===== config.mk =====
export PLATFORM = sky130hd
export DESIGN_NAME = multicycle_control
export DESIGN_NICKNAME = d
export VERILOG_FILES = /design/src/rtl/multicycle_control_pkg.sv /design/src/rtl/multicycle_control_retire_counter.sv /design/src/rtl/multicycle_control.sv
export SDC_FILE = /design/constraint.sdc
export NUM_CORES = 1
export LEC_CHECK = 0
export ABC_CLOCK_PERIOD_IN_PS = 2600
export BUFFER_PORTS_ARGS = -buffer_cell sky130_fd_sc_hd__buf_2
export CAP_MARGIN = 25
export CORE_MARGIN = 2
export CORE_UTILIZATION = 40
export DETAILED_ROUTE_END_ITERATION = 7
export SLEW_MARGIN = 20
export SYNTH_ARGS = -nofsm -noshare
export SYNTH_HDL_FRONTEND = slang
export SYNTH_SLANG_ARGS = --single-unit

===== constraint.sdc =====
create_clock -name clk -period 2.6 [get_ports clk]
set_input_delay 0.52 -clock clk [delete_from_list [all_inputs] [get_ports clk]]
set_output_delay 0.52 -clock clk [all_outputs]
set_load 0.02 [all_outputs]

===== src/rtl/multicycle_control_pkg.sv =====
// Shared definitions for the multi-cycle MIPS controller: opcodes, FSM state
// encoding, datapath mux encodings and the packed control-bus payload.
package multicycle_control_pkg;

   localparam int unsigned OP_SIZE = 6;
   localparam int unsigned STATE_W = 4;

   typedef logic [OP_SIZE-1:0] opcode_t;

   // Opcodes decoded by the controller (IR[31:26])
   localparam opcode_t OP_RTYPE = 6'h00;
   localparam opcode_t OP_BGEZ  = 6'h01;
   localparam opcode_t OP_J     = 6'h02;
   localparam opcode_t OP_BEQ   = 6'h04;
   localparam opcode_t OP_ADDI  = 6'h08;
   localparam opcode_t OP_SLTI  = 6'h0A;
   localparam opcode_t OP_ANDI  = 6'h0C;
   localparam opcode_t OP_ORI   = 6'h0D;
   localparam opcode_t OP_LUI   = 6'h0F;
   localparam opcode_t OP_LB    = 6'h20;
   localparam opcode_t OP_LH    = 6'h21;
   localparam opcode_t OP_SB    = 6'h28;
   localparam opcode_t OP_SH    = 6'h29;

   typedef enum logic [STATE_W-1:0] {
      S_FETCH     = 4'd0,
      S_DECODE    = 4'd1,
      S_MEM_ADDR  = 4'd2,
      S_MEM_READ  = 4'd3,
      S_MEM_WB    = 4'd4,
      S_MEM_WRITE = 4'd5,
      S_EXECUTE   = 4'd6,
      S_R_WB      = 4'd7,
      S_BRANCH    = 4'd8,
      S_JUMP      = 4'd9,
      S_IMM_EXEC  = 4'd10,
      S_IMM_WB    = 4'd11
   } state_t;

   // ALUOp encoding, shared with alu_control
   localparam logic [1:0] ALU_OP_ADD   = 2'b00;
   localparam logic [1:0] ALU_OP_SUB   = 2'b01;
   localparam logic [1:0] ALU_OP_FUNCT = 2'b10;
   localparam logic [1:0] ALU_OP_ITYPE = 2'b11;

   // ALU B-operand mux encoding
   localparam logic [1:0] SRC_B_REG    = 2'b00;
   localparam logic [1:0] SRC_B_FOUR   = 2'b01;
   localparam logic [1:0] SRC_B_IMM    = 2'b10;
   localparam logic [1:0] SRC_B_IMM_SH = 2'b11;

   // PC source mux encoding
   localparam logic [1:0] PC_SRC_ALU    = 2'b00;
   localparam logic [1:0] PC_SRC_ALUOUT = 2'b01;
   localparam logic [1:0] PC_SRC_JUMP   = 2'b10;

   typedef struct packed {
      logic       pc_write;
      logic       pc_write_cond;
      logic       branch_ge;
      logic       iord;
      logic       mem_read;
      logic       mem_write;
      logic       ir_write;
      logic       mem_to_reg;
      logic       reg_dst;
      logic       reg_write;
      logic       alu_src_a;
      logic [1:0] alu_src_b;
      logic [1:0] alu_op;
      logic [1:0] pc_source;
   } ctrl_t;

   function automatic logic is_store(input opcode_t op);
      return (op == OP_SB) || (op == OP_SH);
   endfunction

endpackage


===== src/rtl/multicycle_control_retire_counter.sv =====
// Retired-instruction counter; wraps at 2^CNT_W.
//   clk   : clock, rising edge
//   rst   : synchronous active-high clear
//   inc   : add one on this edge
//   count : current count
module multicycle_control_retire_counter #(
   parameter int unsigned CNT_W = 16
) (
   input  logic             clk,
   input  logic             rst,
   input  logic             inc,
   output logic [CNT_W-1:0] count
);

   always_ff @(posedge clk) begin
      if (rst) begin
         count <= '0;
      end else if (inc) begin
         count <= count + CNT_W'(1);
      end
   end

endmodule


===== src/rtl/multicycle_control.sv =====
// Moore main controller for the multi-cycle MIPS datapath. Sequences the
// shared ALU and unified memory over 3-5 cycles per instruction, stalls on
// mem_ready, flags undefined opcodes and counts retired instructions.
//   clk, rst                     : clock and synchronous active-high reset
//   opcode                       : IR[31:26], sampled in DECODE only
//   mem_ready                    : memory finished the current access
//   pc_write .. pc_source        : datapath enables and mux selects
//   illegal_op                   : sticky undefined-opcode flag
//   retired_count                : completed instructions, wraps
//   state                        : current FSM state (debug)
module multicycle_control
   import multicycle_control_pkg::*;
#(
   parameter int unsigned CNT_W = 16
) (
   input  logic                  clk,
   input  logic                  rst,
   input  logic [OP_SIZE-1:0]    opcode,
   input  logic                  mem_ready,
   output logic                  pc_write,
   output logic                  pc_write_cond,
   output logic                  branch_ge,
   output logic                  iord,
   output logic                  mem_read,
   output logic                  mem_write,
   output logic                  ir_write,
   output logic                  mem_to_reg,
   output logic                  reg_dst,
   output logic                  reg_write,
   output logic                  alu_src_a,
   output logic [1:0]            alu_src_b,
   output logic [1:0]            alu_op,
   output logic [1:0]            pc_source,
   output logic                  illegal_op,
   output logic [CNT_W-1:0]      retired_count,
   output logic [STATE_W-1:0]    state
);

   state_t  state_q;
   state_t  state_d;
   opcode_t op_q;
   logic    illegal_q;
   logic    illegal_set_c;
   logic    retire_c;
   ctrl_t   ctrl_c;

   // State register
   always_ff @(posedge clk) begin
      if (rst) begin
         state_q <= S_FETCH;
      end else begin
         state_q <= state_d;
      end
   end

   // Opcode copy used by every state after DECODE
   always_ff @(posedge clk) begin
      if (rst) begin
         op_q <= '0;
      end else if (state_q == S_DECODE) begin
         op_q <= opcode;
      end
   end

   // Sticky illegal-opcode flag
   always_ff @(posedge clk) begin
      if (rst) begin
         illegal_q <= 1'b0;
      end else if (illegal_set_c) begin
         illegal_q <= 1'b1;
      end
   end

   // Next state, retire and illegal-opcode detection
   always_comb begin
      state_d       = state_q;
      illegal_set_c = 1'b0;
      retire_c      = 1'b0;
      case (state_q)
         S_FETCH: begin
            if (mem_ready) state_d = S_DECODE;
         end
         S_DECODE: begin
            case (opcode)
               OP_RTYPE:                         state_d = S_EXECUTE;
               OP_LB, OP_LH, OP_SB, OP_SH:       state_d = S_MEM_ADDR;
               OP_BEQ, OP_BGEZ:                  state_d = S_BRANCH;
               OP_ADDI, OP_ORI, OP_ANDI,
               OP_SLTI, OP_LUI:                  state_d = S_IMM_EXEC;
               OP_J:                             state_d = S_JUMP;
               default: begin
                  state_d       = S_FETCH;
                  illegal_set_c = 1'b1;
               end
            endcase
         end
         S_MEM_ADDR:  state_d = is_store(op_q) ? S_MEM_WRITE : S_MEM_READ;
         S_MEM_READ: begin
            if (mem_ready) state_d = S_MEM_WB;
         end
         S_MEM_WRITE: begin
            if (mem_ready) begin
               state_d  = S_FETCH;
               retire_c = 1'b1;
            end
         end
         S_EXECUTE:   state_d = S_R_WB;
         S_IMM_EXEC:  state_d = S_IMM_WB;
         S_MEM_WB, S_R_WB, S_IMM_WB, S_BRANCH, S_JUMP: begin
            state_d  = S_FETCH;
            retire_c = 1'b1;
         end
         default:     state_d = S_FETCH;
      endcase
   end

   // Control outputs by state; FETCH gates ir_write/pc_write on mem_ready
   always_comb begin
      ctrl_c = '0;
      case (state_q)
         S_FETCH: begin
            ctrl_c.mem_read  = 1'b1;
            ctrl_c.alu_src_b = SRC_B_FOUR;
            ctrl_c.alu_op    = ALU_OP_ADD;
            ctrl_c.pc_source = PC_SRC_ALU;
            ctrl_c.ir_write  = mem_ready;
            ctrl_c.pc_write  = mem_ready;
         end
         S_DECODE: begin
            ctrl_c.alu_src_b = SRC_B_IMM_SH;
            ctrl_c.alu_op    = ALU_OP_ADD;
         end
         S_MEM_ADDR: begin
            ctrl_c.alu_src_a = 1'b1;
            ctrl_c.alu_src_b = SRC_B_IMM;
            ctrl_c.alu_op    = ALU_OP_ADD;
         end
         S_MEM_READ: begin
            ctrl_c.mem_read = 1'b1;
            ctrl_c.iord     = 1'b1;
         end
         S_MEM_WB: begin
            ctrl_c.reg_write  = 1'b1;
            ctrl_c.mem_to_reg = 1'b1;
         end
         S_MEM_WRITE: begin
            ctrl_c.mem_write = 1'b1;
            ctrl_c.iord      = 1'b1;
         end
         S_EXECUTE: begin
            ctrl_c.alu_src_a = 1'b1;
            ctrl_c.alu_src_b = SRC_B_REG;
            ctrl_c.alu_op    = ALU_OP_FUNCT;
         end
         S_R_WB: begin
            ctrl_c.reg_write = 1'b1;
            ctrl_c.reg_dst   = 1'b1;
         end
         S_IMM_EXEC: begin
            ctrl_c.alu_src_a = 1'b1;
            ctrl_c.alu_src_b = SRC_B_IMM;
            ctrl_c.alu_op    = ALU_OP_ITYPE;
         end
         S_IMM_WB: begin
            ctrl_c.reg_write = 1'b1;
         end
         S_BRANCH: begin
            ctrl_c.alu_src_a     = 1'b1;
            ctrl_c.alu_src_b     = SRC_B_REG;
            ctrl_c.alu_op        = ALU_OP_SUB;
            ctrl_c.pc_write_cond = 1'b1;
            ctrl_c.pc_source     = PC_SRC_ALUOUT;
            ctrl_c.branch_ge     = (op_q == OP_BGEZ);
         end
         S_JUMP: begin
            ctrl_c.pc_write  = 1'b1;
            ctrl_c.pc_source = PC_SRC_JUMP;
         end
         default: ctrl_c = '0;
      endcase
      // Reset overrides everything so no strobe fires while it is held
      if (rst) ctrl_c = '0;
   end

   multicycle_control_retire_counter #(
      .CNT_W (CNT_W)
   ) u_retire (
      .clk   (clk),
      .rst   (rst),
      .inc   (retire_c),
      .count (retired_count)
   );

   assign pc_write      = ctrl_c.pc_write;
   assign pc_write_cond = ctrl_c.pc_write_cond;
   assign branch_ge     = ctrl_c.branch_ge;
   assign iord          = ctrl_c.iord;
   assign mem_read      = ctrl_c.mem_read;
   assign mem_write     = ctrl_c.mem_write;
   assign ir_write      = ctrl_c.ir_write;
   assign mem_to_reg    = ctrl_c.mem_to_reg;
   assign reg_dst       = ctrl_c.reg_dst;
   assign reg_write     = ctrl_c.reg_write;
   assign alu_src_a     = ctrl_c.alu_src_a;
   assign alu_src_b     = ctrl_c.alu_src_b;
   assign alu_op        = ctrl_c.alu_op;
   assign pc_source     = ctrl_c.pc_source;
   assign illegal_op    = illegal_q;
   assign state         = STATE_W'(state_q);

endmodule


# Word level (Yosys, flattened, before mapping)
# Cells that the tools add are included.
# classes
add_sub_neg	1
multipliers	0
n_div	0
order_cmp	0
eq_ne	29
n_shift	0
muxes	23
bitwise	0
n_reduce_logical	13
# ops
operator	n
equality test 6 bit, second input constant	6
equality test 6 x 4 -> 1 bit, second input constant	5
one-hot mux 4 bit (7 select lines)	1
one-hot mux 4 bit (6 select lines)	1
one-hot mux 4 bit (5 select lines)	1
two-way mux 17 bit	1
adder 16 x 1 -> 16 bit, second input constant	1
equality test 4 x 3 -> 1 bit, second input constant	4
equality test 4 bit, second input constant	4
OR reduction 13 bit	1
equality test 6 x 1 -> 1 bit, second input constant	2
two-way mux 4 bit	3
two-way mux 1 bit	11
OR reduction 5 bit	2
equality test 4 x 2 -> 1 bit, second input constant	2
OR reduction 4 bit	2
equality test 6 x 2 -> 1 bit, second input constant	1
equality test 6 x 3 -> 1 bit, second input constant	1
zero test 6 bit	1
!= test 2 bit, second input constant	3
OR reduction 2 bit	3
equality test 4 x 1 -> 1 bit, second input constant	1
zero test 4 bit	1
one-hot mux 1 bit (2 select lines)	2
6 further kinds	6
# word_totals
register_bits	27
latch_bits	0
ram_bits	0
rom_bits	0
input_bits	9
out_inout_bits	38
mem_count	0

# Longest topological paths before layout
# Gate-level depths: netlist of run 1.
# depth
depth_word	4
depth_mapped	8
ltp_nobuf	4

# By module
# Synthesis of run 1 repeated with hierarchy kept, for this count alone.
# unflattened
cells_unflattened	208
area_unflattened_um2	1617.8
# modules_own_cells
module	instances	cells_each	area_each_um2	seq_area_each_um2
multicycle_control	1	125	860.8	220.2
multicycle_control_retire_counter	1	83	757.0	320.3

# Worst setup path before layout of run 1
# No wires, ideal clock.
# synth_timing
path_kind	reg2out
start	reg state_q[1] (netlist: state[1])
end	out pc_write
t_arrival_ps	1831
t_required_ps	2080
setup_slack_ps	249
path_stages_with_launch	5
cell_sequence	dfxtp_1 clkbuf_1 or3_1 nor3_1 or2_2
# synth_via
elab_chain_cells	3
word_cells_on_any_way	4
# synth_rtl
element	line	source
start: declaration	multicycle_control.sv:39	state_t state_q;
start signal: assignment	multicycle_control.sv:52	state_q <= state_d;
equality test 4 bit or zero test 4 bit (tied branches)	multicycle_control.sv:120	case (state_q)
one-hot mux 1 bit (2 select lines) *	multicycle_control.sv:120	
two-way mux 17 bit *	multicycle_control.sv:182	if (rst) ctrl_c = '0;
end: declaration	multicycle_control.sv:20	output logic pc_write,
# Mark *: on every way between the ends. The rest lies on a longest branch, timed or not.

# Worst setup path in the final report of run 1
# layout_timing
start	reg state_q[0] (netlist: state[0])
end	out reg_write
# layout_via
elab_chain_cells	4
word_cells_on_any_way	6
# layout_rtl
element	line	source
equality test 4 bit or equality test 4 x 3 -> 1 bit (tied branches)	multicycle_control.sv:120	
OR reduction 3 bit (no source line) *	n/a	
two-way mux 1 bit *	multicycle_control.sv:120	
two-way mux 17 bit *	multicycle_control.sv:182	
end: declaration	multicycle_control.sv:29	output logic reg_write,
# Marked as above.

==> flow_summary.json, run 1 <==
{
  "post_drt_via_cell_ratio": 5.75,
  "global_route.usage.met3": 0.0380,
  "number_of_antenna_violations_at_the_first_check_in_global_routing": 0,
  "setup_violations": 0,
  "rr_worst_depth": 6,
  "grt.met1_usage": 0.253,
  "post-route-drc-count": 0,
  "path_category_of_the_worst_min_delay_check": "reg2reg",
  "synth_largest_area_cell": "dfxtp_1",
  "top_usage_layer": "met2",
  "cts.htree.levels": 1,
  "core_mm2": 0.00403,
  "globalRouteMet2Util": 0.297,
  "vdd_drop_max_mv": 0.287,
  "setup_repair_after_global_routing_missed_its_margin": "false",
  "die_area_mm2": 0.00478,
  "critical_path.max_fanout": 13,
  "grt.overflow.total": 0,
  "setup.worst_path.start_class": "flop",
  "post-route-cell-area_mm2": 0.00199,
  "cts_resized": 0,
  "routed_wire_length_per_instance_um": 14.5,
  "std_cell_rows": 23,
  "insertedDiodeCount": 0,
  "synth-main-ff-cell": "dfxtp_1",
  "tritoncts": "done",
  "finalNetCount": 266,
  "worstMarginPinSlew_ns": 0.454,
  "layout.area.seq_um2": 541,
  "crit_arrival_ns": 1.82,
  "wire_length_of_the_first_global_routing_pass_mm": 7.38,
  "yosys-top-cells-count": "27 x dfxtp_1, 19 x a21oi_1, 17 x nand2_1, 15 x nor2_1, 13 x nor3_1",
  "place.detailed.hpwl_mm": 3.10,
  "multiInputGateArea_mm2": 0.00104,
  "cp.depth": 6,
  "drtPass1Iterations": 4,
  "synth.lib_cells_used.distinct": 43,
  "die_w_um": 69.1,
  "synth.top_cells.by_area": "dfxtp_1 32%, a21oi_1 5.6%, or4_1 4.9%",
  "placed_cell_area_mm2": 0.00194,
  "post_synthesis_async_set_or_reset_flop_share": 0,
  "clock_sinks": 27,
  "global_route_usage_over_all_layers": 0.182,
  "cts_setup_buffers": 0,
  "fin_setup_tns_ns": 0,
  "fin_worst_skew_ns": 0.00128,
  "cts_buffers": 3,
  "run_status": "finished, final reports clean",
  "period_share": 0.902,
  "ctsHoldBuffers": 0,
  "routed_wl_mm": 4.41,
  "final_period_minus_worst_setup_slack_ns": 2.34,
  "post_route_cells_drive_above_1_share": 0.251,
  "detail_route.iter0.violations": 74,
  "max_freq_ghz": 0.427,
  "finalMaxSlewViolations": 0,
  "root_buffer": "clkbuf_8",
  "synth.most_common_cell": "dfxtp_1",
  "worst-setup-path-type": "reg2out",
  "syn-num-nets": 229,
  "crit_slowest_cell": "nand2b_1",
  "crit_required_ns": 2.08,
  "synth_seq_cells": 27,
  "worstHoldPathCells": 2,
  "power_per_cell_area_mw_per_mm2": 397,
  "detailroute.via_count": 1755,
  "initial_core_util": 0.421,
  "num-fill-cells": 435,
  "vias_in_the_first_global_route": 1570,
  "crit_path_end_kind": "primary output",
  "ys_seq_area_frac": 0.319,
  "clkSlewWorstSetupHoldPaths_ns": 0.10,
  "fin_hold_ws_ns": 0.457,
  "area_growth_pct": 17.0,
  "clock_latency_at_the_later_pin_of_the_worst_skew_pair_ns": 0.27,
  "yosys.area.top_type_share": 0.319,
  "fin_util": 0.493,
  "postRouteAntennaNets": 0,
  "clock_path_buffers": 2,
  "leakagePower_uw": 0.000798,
  "max_cap_viol_count": 0,
  "syn_inst": 219,
  "place.port_buffers": 46,
  "fp.dieH_um": 69.1,
  "gpl.final_weighted_congestion": 0.840,
  "synthesis.yosys.warnings": 0,
  "synth_edf_count": 0,
  "hold_violations": 0,
  "critical-path-top-delay-family": "simple AND/OR/NAND/NOR gates",
  "pin_count_of_the_biggest_net_entering_global_routing": 25,
  "post_synth.cell_area_avg_um2": 7.75,
  "synthesis.area_mm2": 0.00170,
  "critPathMaxStageDelay_ns": 0.34,
  "timing.max_slew.rel_slack": 0.696,
  "cp.buffers_inverters": 2,
  "crit_chain": "buf_4, nand2b_1, nand2_1, o22a_1, nor2_1, buf_2",
  "ios": 47
}
## per-layer routing
layer	part of all wire	wire length, um
met1	0.50	2190
met2	0.46	2040
met3	0.038	166
met4	0.0045	20
met5	0	0
## area by class of cell
| cell class | count | share of cell area |
|---|---|---|
| Multi-Input combinational cell | 169 | 0.526 |
| Sequential cell | 27 | 0.272 |
| Timing Repair Buffer | 53 | 0.142 |
| Tap cell | 50 | 0.0315 |
| Clock buffer | 3 | 0.0208 |
| Clock inverter | 1 | 0.00378 |
| Inverter | 2 | 0.00378 |
## placed cells by master (no fill, tap or decap), types with 2 or more instances in the layout
cell type,instances
o21ai_0,4
nor3_1,13
mux2i_1,2
inv_1,2
dfxtp_1,27
a21oi_1,19
nor2b_1,4
buf_2,46
nand2_1,17
a211oi_1,5
o2bb2ai_1,3
buf_4,7
nand4_1,6
clkbuf_8,3
o31ai_1,10
nor2_1,15
and4_1,5
and3_1,4
or4_1,11
xor2_1,3
or2_1,2
nand3_1,11
or3_1,4
mux2_2,2
o21a_1,3
nand2b_1,10
## worst reg2reg max path: cells and delay by family, from the launching register on
family	cells	cell delay, ns
flip-flops	1	0.32
AO/OA/AOI/OAI	2	0.39
AND/OR/NAND/NOR	2	0.85
buffers and inverters	2	0.43
## kinds of logic (layout without fill, tap and decap cells)
| family | count (synthesis) | after routing | synth area share |
|---|---|---|---|
| simple gates | 107 | 107 | 0.350 |
| mux | 4 | 4 | 0.0251 |
| fa+ha+maj | 1 | 1 | 0.00737 |
| compound gates | 54 | 54 | 0.217 |
| xor+xnor | 3 | 3 | 0.0155 |
| buf+inv | 23 | 59 | 0.0664 |
| flops | 27 | 27 | 0.319 |
## flip-flops by register name, summed over array words and instances (netlist names)
name            flops
illegal_op          1
op_q                6
state               4
u_retire.count     16
## worst paths after layout
kind                                       startpoint                        endpoint  slack [ns]
worst max register to register  state[0]$_SDFFE_PP0P_  u_retire.count[7]$_SDFFE_PP0P_        0.55
worst min register to register   op_q[0]$_SDFFE_PP0P_            op_q[0]$_SDFFE_PP0P_        0.46
worst max-delay path            state[0]$_SDFFE_PP0P_                       reg_write        0.26
worst min-delay path             op_q[0]$_SDFFE_PP0P_            op_q[0]$_SDFFE_PP0P_        0.46
## stage by stage
stage	worst slack, ns	instances	power (uW)
6_report	0.255	305	788
5_1_grt	0.170	305	821
4_1_cts	0.263	305	800
3_5_place_dp	0.527	301	547
3_3_place_gp	0.530	301	547
2_1_floorplan	0.249	219	515
## report_power, final
part | switching [uW] | leakage (uW) | internal [uW]
Combinational | 73.2 | 0.000558 | 38.7
Sequential | 4.93 | 0.000219 | 421
Clock | 141 | 0.0000217 | 109
No activity file was read; power rests on OpenSTA's default activity.
==> run 2, diff against run 1 <==
ABC_CLOCK_PERIOD_IN_PS = 2300   (was 2600)
CORE_UTILIZATION = 52   (was 40)
PLACE_DENSITY = 0.79   (was default)
clock period = 2.3 ns   (was 2.6 ns; I/O delays follow)
==> flow_summary.json, run 2 (synthesis gave the netlist of run 1 again) <==
{
  "run_status": "finished, final reports clean",
  "insertedDiodeCount": 0,
  "std_cell_rows": 20,
  "initial_core_util": 0.551,
  "layout_common_cells": "46 x buf_2, 27 x dfxtp_1, 19 x a21oi_1",
  "place_inst": 296,
  "max_cap_viol_count": 0,
  "cts.htree.levels": 1,
  "critical-path-top-delay-family": "simple AND/OR/NAND/NOR gates",
  "setup.worst_path.start_class": "flop",
  "clock_latency_at_the_later_pin_of_the_worst_skew_pair_ns": 0.33,
  "layout_commonest_cell": "buf_2",
  "worstMarginPinSlew_ns": 0.447,
  "finalMaxSlewViolations": 0,
  "critPathMaxStageDelay_ns": 0.44,
  "clock_sinks": 27,
  "setup_violations": 0,
  "fin_hold_ws_ns": 0.414,
  "intPower_uw": 587,
  "crit_slowest_cell": "or3_1",
  "setup_repair_after_global_routing_missed_its_margin": "true",
  "core_mm2": 0.00308,
  "global_route_usage_over_all_layers": 0.234,
  "place.detailed.hpwl_mm": 2.84,
  "pin_count_of_the_biggest_net_entering_global_routing": 40,
  "power.share.sequential": 0.592,
  "cts_buffers": 3,
  "worst-setup-path-type": "reg2out",
  "clock_power_share": 0.256,
  "area_growth_pct": 16.4,
  "die_area_mm2": 0.00374,
  "multiInputGateArea_mm2": 0.00105,
  "postRouteAntennaNets": 0,
  "grt.overflow.total": 0,
  "report.power.total_uw": 816,
  "num-fill-cells": 310,
  "switchingPower_uw": 229,
  "post-route-drc-count": 0,
  "leakagePower_uw": 0.000796,
  "max_freq_ghz": 0.447,
  "detail_route.iter0.violations": 99,
  "fp.dieH_um": 61.1,
  "number_of_antenna_violations_at_the_first_check_in_global_routing": 0,
  "final_cell_count_no_fill": 300,
  "fin_worst_skew_ns": 0.0182,
  "setup_slack_ns": 0.0635,
  "routed_wl_mm": 4.01,
  "critical_path.max_fanout": 12,
  "dp_worst_slack_ns": 0.356,
  "crit_required_ns": 1.84,
  "largest_reg_flops": 16,
  "detailroute.via_count": 1777,
  "clock_path_buffers": 2,
  "path_category_of_the_worst_min_delay_check": "in2reg",
  "sw_frac_of_total": 0.280,
  "crit_arrival_ns": 1.78,
  "place.port_buffers": 46,
  "routed_wire_length_per_instance_um": 13.4,
  "die_w_um": 61.1,
  "crit_chain": "buf_4, or3_1, nor2_1, and4_1, buf_2",
  "vias_in_the_first_global_route": 1479,
  "drtPass1Iterations": 4,
  "crit_path_end_kind": "primary output",
  "post_route_cells_drive_above_1_share": 0.262,
  "period_share": 0.972,
  "power_per_cell_area_mw_per_mm2": 413,
  "ctsHoldBuffers": 0,
  "hold_violations": 0,
  "timing.max_slew.rel_slack": 0.701,
  "layout.area.seq_um2": 541,
  "wire_length_of_the_first_global_routing_pass_mm": 6.79,
  "share_comb_of_total_power": 0.151,
  "max_flop_register": "u_retire.count",
  "final_period_minus_worst_setup_slack_ns": 2.24,
  "clkSlewWorstSetupHoldPaths_ns": 0.14,
  "post_drt_via_cell_ratio": 5.92,
  "gpl.final_weighted_congestion": 0.928,
  "vdd_drop_max_mv": 0.338,
  "ios": 47,
  "root_buffer": "clkbuf_4",
  "finalNetCount": 267,
  "tritoncts": "done",
  "fin_util": 0.641,
  "cp.buffers_inverters": 2
}
-- run 2: cell count changes in the layout (fill, tap and decap cells not counted), sizes merged --
| cell | before | now |
|---|---|---|
| buf | 53 | 54 |
-- run 2: routing by layer --
layer / global-route usage / wire, um
met5: 0 / 0
met1: 0.359 / 2010
met4: 0.0559 / 21
met2: 0.350 / 1770
met3: 0.0252 / 202
-- run 2: final cells by class --
| type | instances | share of cell area |
|---|---|---|
| multi-input combinational | 169 | 0.532 |
| timing repair buffer | 54 | 0.147 |
| tap | 44 | 0.0279 |
| inverter | 2 | 0.00380 |
| clock inverter | 1 | 0.00380 |
| sequential | 27 | 0.274 |
| clock buffer | 3 | 0.0114 |
-- run 2: worst paths after layout --
kind                            cells after the start  slack [ns]                               to                   from
worst min-delay path                                3        0.41             op_q[5]$_SDFFE_PP0P_              opcode[5]
worst min register to register                      2        0.47             op_q[4]$_SDFFE_PP0P_   op_q[4]$_SDFFE_PP0P_
worst max-delay path                                5        0.06                        branch_ge  state[1]$_SDFFE_PP0P_
worst max register to register                      5        0.31  u_retire.count[15]$_SDFFE_PP0P_  state[2]$_SDFFE_PP0P_
-- run 2: through the flow --
step	area (um^2)	TNS, ns
finish	1970	0
global route	1970	-0.0244
CTS	1970	0
detailed placement	1940	0
global placement	1940	0
floorplan	1700	0
-- run 2: worst register-to-register path, delay by kind of cell (launching register included) --
kind / cells / cell delay [ns]
AOI/OAI and AO/OA: 2 / 0.42
and+or+nand+nor: 2 / 0.83
DFF: 1 / 0.43
buffers and inverters: 1 / 0.27
-- run 2: power by group through the flow --
stage / registers [uW] / clock network [uW] / logic [uW]
after CTS: 483 / 216 / 123
after detailed placement: 493 / 0 / 122
after floorplan: 497 / 0 / 85.1
final: 483 / 209 / 124
after global placement: 493 / 0 / 121
after global routing: 484 / 241 / 139
-- run 2: repair_timing --
item,CTS,global route
buffers inserted,0,0
resized for setup,0,2
endpoints found under the hold margin,0,0
endpoints found under the setup margin,0,2
